**src/rtl/stream_pkg.sv**
```systemverilog
// Shared types and default widths for the stream serializer and its FIFO bench.
package stream_pkg;

  typedef enum logic {
    EMPTY = 1'b0,
    SHIFT = 1'b1
  } serState_t;

  localparam int DATA_WIDTH = 32;
  localparam int BEAT_WIDTH = 8;

endpackage

```
**src/rtl/stream_word_serializer.sv**
```systemverilog
// Replays each wide FIFO word as RATIO narrow valid/ready beats, LSB slice first.
// Optional STREAM_WORD_SERIALIZER_STATS_EN adds wordCount/stallCount outputs.
module stream_word_serializer
  import stream_pkg::*;
#(
  parameter int IN_WIDTH  = DATA_WIDTH,
  parameter int OUT_WIDTH = BEAT_WIDTH
) (
  input  logic                 clk,
  input  logic                 resetn,
  input  logic [IN_WIDTH-1:0]  dataIn,
  input  logic                 dataInValid,
  output logic                 dataInReady,
  output logic [OUT_WIDTH-1:0] dataOut,
  output logic                 dataOutValid,
  input  logic                 dataOutReady,
  output logic                 dataOutLast
`ifdef STREAM_WORD_SERIALIZER_STATS_EN
  ,
  output logic [31:0]          wordCount,
  output logic [31:0]          stallCount
`endif
);

  localparam int RATIO = IN_WIDTH / OUT_WIDTH;
  localparam int CNT_W = (RATIO > 1) ? $clog2(RATIO) : 1;
  localparam logic [CNT_W-1:0] LAST_BEAT = CNT_W'(RATIO - 1);

  if ((IN_WIDTH % OUT_WIDTH) != 0 || RATIO < 2) begin : g_bad_ratio
    $error("stream_word_serializer: IN_WIDTH must be a multiple of OUT_WIDTH with RATIO >= 2");
  end

  serState_t            state_q, state_d;
  logic [CNT_W-1:0]     beat_cnt_q, beat_cnt_d;
  logic [IN_WIDTH-1:0]  shift_reg_q, shift_reg_d;
  logic                 in_xfer;
  logic                 out_xfer;

  always_comb begin
    state_d      = state_q;
    beat_cnt_d   = beat_cnt_q;
    shift_reg_d  = shift_reg_q;

    dataOutValid = (state_q == SHIFT);
    dataOutLast  = (state_q == SHIFT) && (beat_cnt_q == LAST_BEAT);
    dataOut      = shift_reg_q[OUT_WIDTH-1:0];
    dataInReady  = (state_q == EMPTY) || (dataOutLast && dataOutReady);

    in_xfer      = dataInValid && dataInReady;
    out_xfer     = dataOutValid && dataOutReady;

    unique case (state_q)
      EMPTY: begin
        if (in_xfer) begin
          shift_reg_d = dataIn;
          beat_cnt_d  = '0;
          state_d     = SHIFT;
        end
      end
      SHIFT: begin
        if (out_xfer) begin
          if (beat_cnt_q != LAST_BEAT) begin
            shift_reg_d = shift_reg_q >> OUT_WIDTH;
            beat_cnt_d  = beat_cnt_q + 1'b1;
          end else if (in_xfer) begin
            shift_reg_d = dataIn;
            beat_cnt_d  = '0;
          end else begin
            // Clear the register so dataOut idles at zero while empty.
            shift_reg_d = '0;
            beat_cnt_d  = '0;
            state_d     = EMPTY;
          end
        end
      end
      default: state_d = EMPTY;
    endcase
  end

  always_ff @(posedge clk or negedge resetn) begin
    if (!resetn) begin
      state_q     <= EMPTY;
      beat_cnt_q  <= '0;
      shift_reg_q <= '0;
    end else begin
      state_q     <= state_d;
      beat_cnt_q  <= beat_cnt_d;
      shift_reg_q <= shift_reg_d;
    end
  end

`ifdef STREAM_WORD_SERIALIZER_STATS_EN
  logic [31:0] word_count_q, word_count_d;
  logic [31:0] stall_count_q, stall_count_d;

  always_comb begin
    word_count_d  = word_count_q;
    stall_count_d = stall_count_q;
    if (in_xfer) word_count_d = word_count_q + 32'd1;
    if (dataOutValid && !dataOutReady) stall_count_d = stall_count_q + 32'd1;
  end

  always_ff @(posedge clk or negedge resetn) begin
    if (!resetn) begin
      word_count_q  <= '0;
      stall_count_q <= '0;
    end else begin
      word_count_q  <= word_count_d;
      stall_count_q <= stall_count_d;
    end
  end

  assign wordCount  = word_count_q;
  assign stallCount = stall_count_q;
`endif

endmodule
```
**config.mk**
```make
export PLATFORM = sky130hd
export DESIGN_NAME = stream_word_serializer
export DESIGN_NICKNAME = d
export VERILOG_FILES = /design/src/rtl/stream_pkg.sv /design/src/rtl/stream_word_serializer.sv
export SDC_FILE = /design/constraint.sdc
export NUM_CORES = 1
export LEC_CHECK = 0
export CORE_UTILIZATION = 50
export DETAILED_ROUTE_END_ITERATION = 6
export HOLD_SLACK_MARGIN = 0.15
export MAX_ROUTING_LAYER = met4
export PLACE_DENSITY_LB_ADDON = 0.1
export SKIP_LAST_GASP = 1
export SLEW_MARGIN = 20
export SYNTH_ARGS = -nofsm -noshare
export SYNTH_HDL_FRONTEND = slang
export SYNTH_SLANG_ARGS = --single-unit
```
**constraint.sdc**
```tcl
create_clock -name clk -period 2.65 [get_ports clk]
set_input_delay 0.53 -clock clk [delete_from_list [all_inputs] [get_ports clk]]
set_output_delay 0.53 -clock clk [all_outputs]
set_load 0.02 [all_outputs]
```
**Word level (Yosys, flattened, before mapping)**

Cells that the tools add are included.

- Logic and storage cells: 28
- Register bits after elaboration: 35
- Input bits: 36

- $add $sub $neg: 1
- Equality and inequality tests: 4
- Muxes and demuxes: 13
- Bitwise operators: 1
- Reductions and logical operators: 6

Operator list:

| kind | number |
|---|---|
| 2-to-1 mux 32 bit | 4 |
| one-hot mux 32 bit (2 select lines) | 1 |
| 2-to-1 mux 2 bit | 3 |
| logical AND 1 bit | 4 |
| != test 2 bit, second input constant | 2 |
| one-hot mux 2 bit (2 select lines) | 1 |
| 2-to-1 mux 1 bit | 3 |
| adder 2 x 1 -> 2 bit, second input constant | 1 |
| equality test 2 bit, second input constant | 1 |
| != test 2 x 1 -> 1 bit, second input constant | 1 |
| one-hot mux 1 bit (2 select lines) | 1 |
| AND reduction 2 bit | 1 |
| logical OR 1 bit | 1 |
| NOT 1 bit | 1 |

**Longest topological paths before layout**

- Word-level depth: 9
- Depth in mapped cells: 6

**Worst setup path after synthesis**

No wires, ideal clock.

- Path kind: reg-to-reg
- Start: register state_q (netlist: dataOutValid)
- End: register shift_reg_q[0]
- Data required time: 2,524 ps
- Setup slack: 1,083 ps
- Buffers on the path: 2
- Setup time: 126 ps
- Cell stages (with the launch flop): 6
- Period minus slack after synthesis: 1,567 ps
- Arrival time: 1,441 ps
- Path through: dfrtp_1 > buf_6 > mux2_4 > buf_6 > and3_1 > a221o_1

- Cells in the longest elaborated chain, start to end: 8
- Elaborated cells between the ends (all ways): 13

RTL lines:

| item | RTL line | source |
|---|---|---|
| start: declaration | stream_word_serializer.sv:33 | `serState_t state_q, state_d;` |
| start signal: assignment | stream_word_serializer.sv:86 | `state_q <= state_d;` |
| logical AND 1 bit | stream_word_serializer.sv:45 | `dataOutLast = (state_q == SHIFT) && (beat_cnt_q == LAST_BEAT);` |
| logical AND 1 bit | stream_word_serializer.sv:47 | `dataInReady = (state_q == EMPTY) \|\| (dataOutLast && dataOutReady);` |
| logical OR 1 bit | stream_word_serializer.sv:47 |  |
| logical AND 1 bit | stream_word_serializer.sv:49 | `in_xfer = dataInValid && dataInReady;` |
| 2-to-1 mux 32 bit | stream_word_serializer.sv:65 | `end else if (in_xfer) begin` |
| 2-to-1 mux 32 bit | stream_word_serializer.sv:62 | `if (beat_cnt_q != LAST_BEAT) begin` |
| 2-to-1 mux 32 bit | stream_word_serializer.sv:61 | `if (out_xfer) begin` |
| one-hot mux 32 bit (2 select lines) | stream_word_serializer.sv:52 | `unique case (state_q)` |
| end signal: assignment | stream_word_serializer.sv:88 | `shift_reg_q <= shift_reg_d;` |
| end: declaration | stream_word_serializer.sv:35 | `logic [IN_WIDTH-1:0] shift_reg_q, shift_reg_d;` |

Parallel ways exist; a longest one is shown, timed or not. The select of a mux whose other input is x is not followed.
A chain may end at the register's enable or synchronous reset.

**Final worst setup path**

- Start: register beat_cnt_q[0]
- End: output dataInReady

- Cells in the longest elaborated chain, start to end: 4

RTL lines:

| item | RTL line | source |
|---|---|---|
| start: declaration | stream_word_serializer.sv:34 | `logic [CNT_W-1:0] beat_cnt_q, beat_cnt_d;` |
| start signal: assignment | stream_word_serializer.sv:87 | `beat_cnt_q <= beat_cnt_d;` |
| equality test 2 bit | stream_word_serializer.sv:45 |  |
| logical AND 1 bit | stream_word_serializer.sv:45 |  |
| logical AND 1 bit | stream_word_serializer.sv:47 |  |
| logical OR 1 bit | stream_word_serializer.sv:47 |  |
| end: declaration | stream_word_serializer.sv:13 | `output logic dataInReady,` |

No other way between the ends.

==> results.json <==
{
  "vias_per_cell": 5.80,
  "cts.htree.levels": 2,
  "crit_arrival_ns": 1.77,
  "portBuffers": 46,
  "syn_nets": 162,
  "syn-cell-area_sq_um": 1620,
  "firstDrtPassIters": 4,
  "worstSkewPairLatency_ns": 0.33,
  "drv_cap": 0,
  "pwr_density_cell_nw_per_um2": 880,
  "pwr-share-comb_pct": 37.4,
  "fin_crit_ns": 2.30,
  "gp_congestion": 0.695,
  "slew_headroom_pct": 50.7,
  "wl_mm": 3.26,
  "cp-start-kind": "register",
  "switching_power_mw": 0.589,
  "cts_inserted_buffers": 5,
  "synth_top_area_share_pct": 54.1,
  "endpoint_kind": "output pin",
  "grt_max_degree": 36,
  "crit_slowest_cell": "clkdlybuf4s50_1",
  "diodes": 0,
  "ys_ff_latch": 35,
  "setup_ws_ns": 0.346,
  "hp-class": "in -> async",
  "fin_util_pct": 67.9,
  "critPathMaxFanout": 3,
  "worst_ep_required_time_ns": 2.12,
  "initial_core_util_pct": 53.0,
  "crit_chain": "ha_1 -> a21boi_2 -> inv_1 -> clkdlybuf4s50_1",
  "skew_ns": 0.00648,
  "setup_viol": 0,
  "nFillCells": 242,
  "holdWs_ns": 0.250,
  "power_frac_seq_pct": 44.7,
  "post-place-ws_ns": 0.366,
  "grt-ovfl-total": 0,
  "cts_tree": "yes",
  "outcome": "completed",
  "min_period_over_period_pct": 86.9,
  "avgSynthCellArea_sq_um": 12.9,
  "grt_pass1_wl_mm": 5.41,
  "rsz0062_at_grt": "no",
  "crit_type": "reg -> out",
  "wl_per_cell_um": 15.8,
  "antenna_found_initial": 0,
  "switching_share_pct": 32.3,
  "grt_pass1_vias": 1207,
  "cts.repair.resized": 0,
  "vdd.ir_drop.worst_mv": 0.722,
  "dp_hpwl_mm": 2.08,
  "reg2reg_slack_ns": 0.96,
  "clk_path_buf_depth": 2,
  "drtIter0Drc": 63,
  "postCtsSetupRepairBufs": 0,
  "grt_usage_pct": 22.2,
  "p_leak_nw": 1.01,
  "worst_slew_pin_slew_ns": 0.740,
  "p_int_mw": 1.23,
  "clkSlewWorstSetupHoldPaths_ns": 0.10,
  "worstReg2RegStart": "beat_cnt_q[0]",
  "synth.area.top_cells": "dfrtp_1, a221o_1, and3_1",
  "cts_sinks": 35,
  "hold_viol": 0,
  "vias": 1194,
  "die_area_sq_um": 3470,
  "areaGrowthSynthToFinish_pct": 28.2,
  "drc": 0,
  "total_power_mw": 1.82,
  "drv_slew": 0,
  "cts-root-buf": "clkbuf_4",
  "post_synth_num_cell_types": 20,
  "fp.dieW_um": 58.9,
  "yosysWarnings": 0,
  "fmax_mhz": 434,
  "core-area_sq_um": 3050,
  "final_nets": 198,
  "drive_gt1_share_pct": 10.5,
  "pin_count": 47,
  "startpoint": "beat_cnt_q[0]",
  "netlist.top_cell.by_area": "dfrtp_1",
  "synth_cells": 125,
  "die_y_um": 58.9,
  "ant_nets": 0,
  "reg2reg_depth": 4,
  "slowest_delay_ns": 0.53,
  "std_cell_rows": 20,
  "tns_ns": 0,
  "rr_endpoint": "shift_reg_q[0]",
  "yosysSeqAreaShare_pct": 54.1,
  "hold_buffers": 0,
  "clockPowerShare_pct": 17.9
}
-- layout make-up --
cell class	instances	area, sq um	area share, %
clock buffers	8	68.8	3.32
inverters	1	3.75	0.181
multi-input cells	69	592	28.5
flip-flops and latches	35	876	42.2
well taps	44	55.1	2.66
repair buffers	49	478	23.1
-- worst max path at each step --
stage	to	cells after the start
finish	dataInReady	4
global route	dataInReady	3
CTS	dataInReady	4
detailed placement	dataInReady	4
global placement	dataInReady	4
floorplan	shift_reg_q[0]	5
-- logic make-up (layout without fill, tap and decap cells) --
group	Yosys count	in the layout	share of synthesized area (%)
buffers and inverters	21	58	10.2
AOI/OAI and AO/OA	35	35	21.0
adders and majority gates	1	1	0.773
DFF	35	35	54.1
muxes	3	3	2.24
xor gates and xnor gates	1	1	0.541
and+or+nand+nor	29	29	11.1
-- state kept, by name, summed over array words and instances (netlist names) --
signal	count
beat_cnt_q	2
shift_reg_q	32
dataOutValid	1
-- placed cells by master, fill, tap and decap left out, drive strengths merged, types with 2 or more instances in the layout --
master	n
clkdlybuf4s50	45
a22o	10
a221o	24
clkbuf	8
and3	24
mux2	2
buf	4
dfrtp	35
-- stage by stage --
step | instance area (sq um) | instances
after global placement | 2000 | 198
after global routing | 2070 | 206
final | 2070 | 206
after floorplan | 1620 | 125
after CTS | 2070 | 206
after detailed placement | 2000 | 198
-- power by group through the flow --
stage                     Sequential, mW  Combinational (mW)  Clock [mW]
after CTS                          0.813               0.687       0.334
after floorplan                    0.786               0.544           0
final                              0.815               0.683       0.326
after detailed placement           0.821               0.682           0
after global routing               0.835               0.747       0.358
after global placement             0.812               0.670           0
-- Yosys cell counts --
master / n
a21boi_2: 1
buf_6: 7
nor2b_1: 1
buf_2: 3
xor2_1: 1
mux2i_1: 1
nor2_1: 1
and3_1: 24
mux2_2: 1
a22o_1: 10
clkbuf_1: 2
buf_4: 8
or2_2: 1
a221o_1: 24
ha_1: 1
and2_1: 1
and2b_1: 1
mux2_4: 1
inv_1: 1
dfrtp_1: 35
-- routing by layer --
metal | routed length (um) | GRT usage [%]
met2 | 1480 | 33.3
met4 | 53 | 9.52
met3 | 194 | 5.71
met1 | 1540 | 28.7
met5 | 0 | -
-- worst max-delay path, delay by kind of cell (launching register included) --
family / cells / cell delay [ns]
DFF: 1 / 0.42
adders and majority gates: 1 / 0.24
AOI/OAI and AO/OA: 1 / 0.19
buffers and inverters: 2 / 0.59
(Power assumes the default switching activity.)
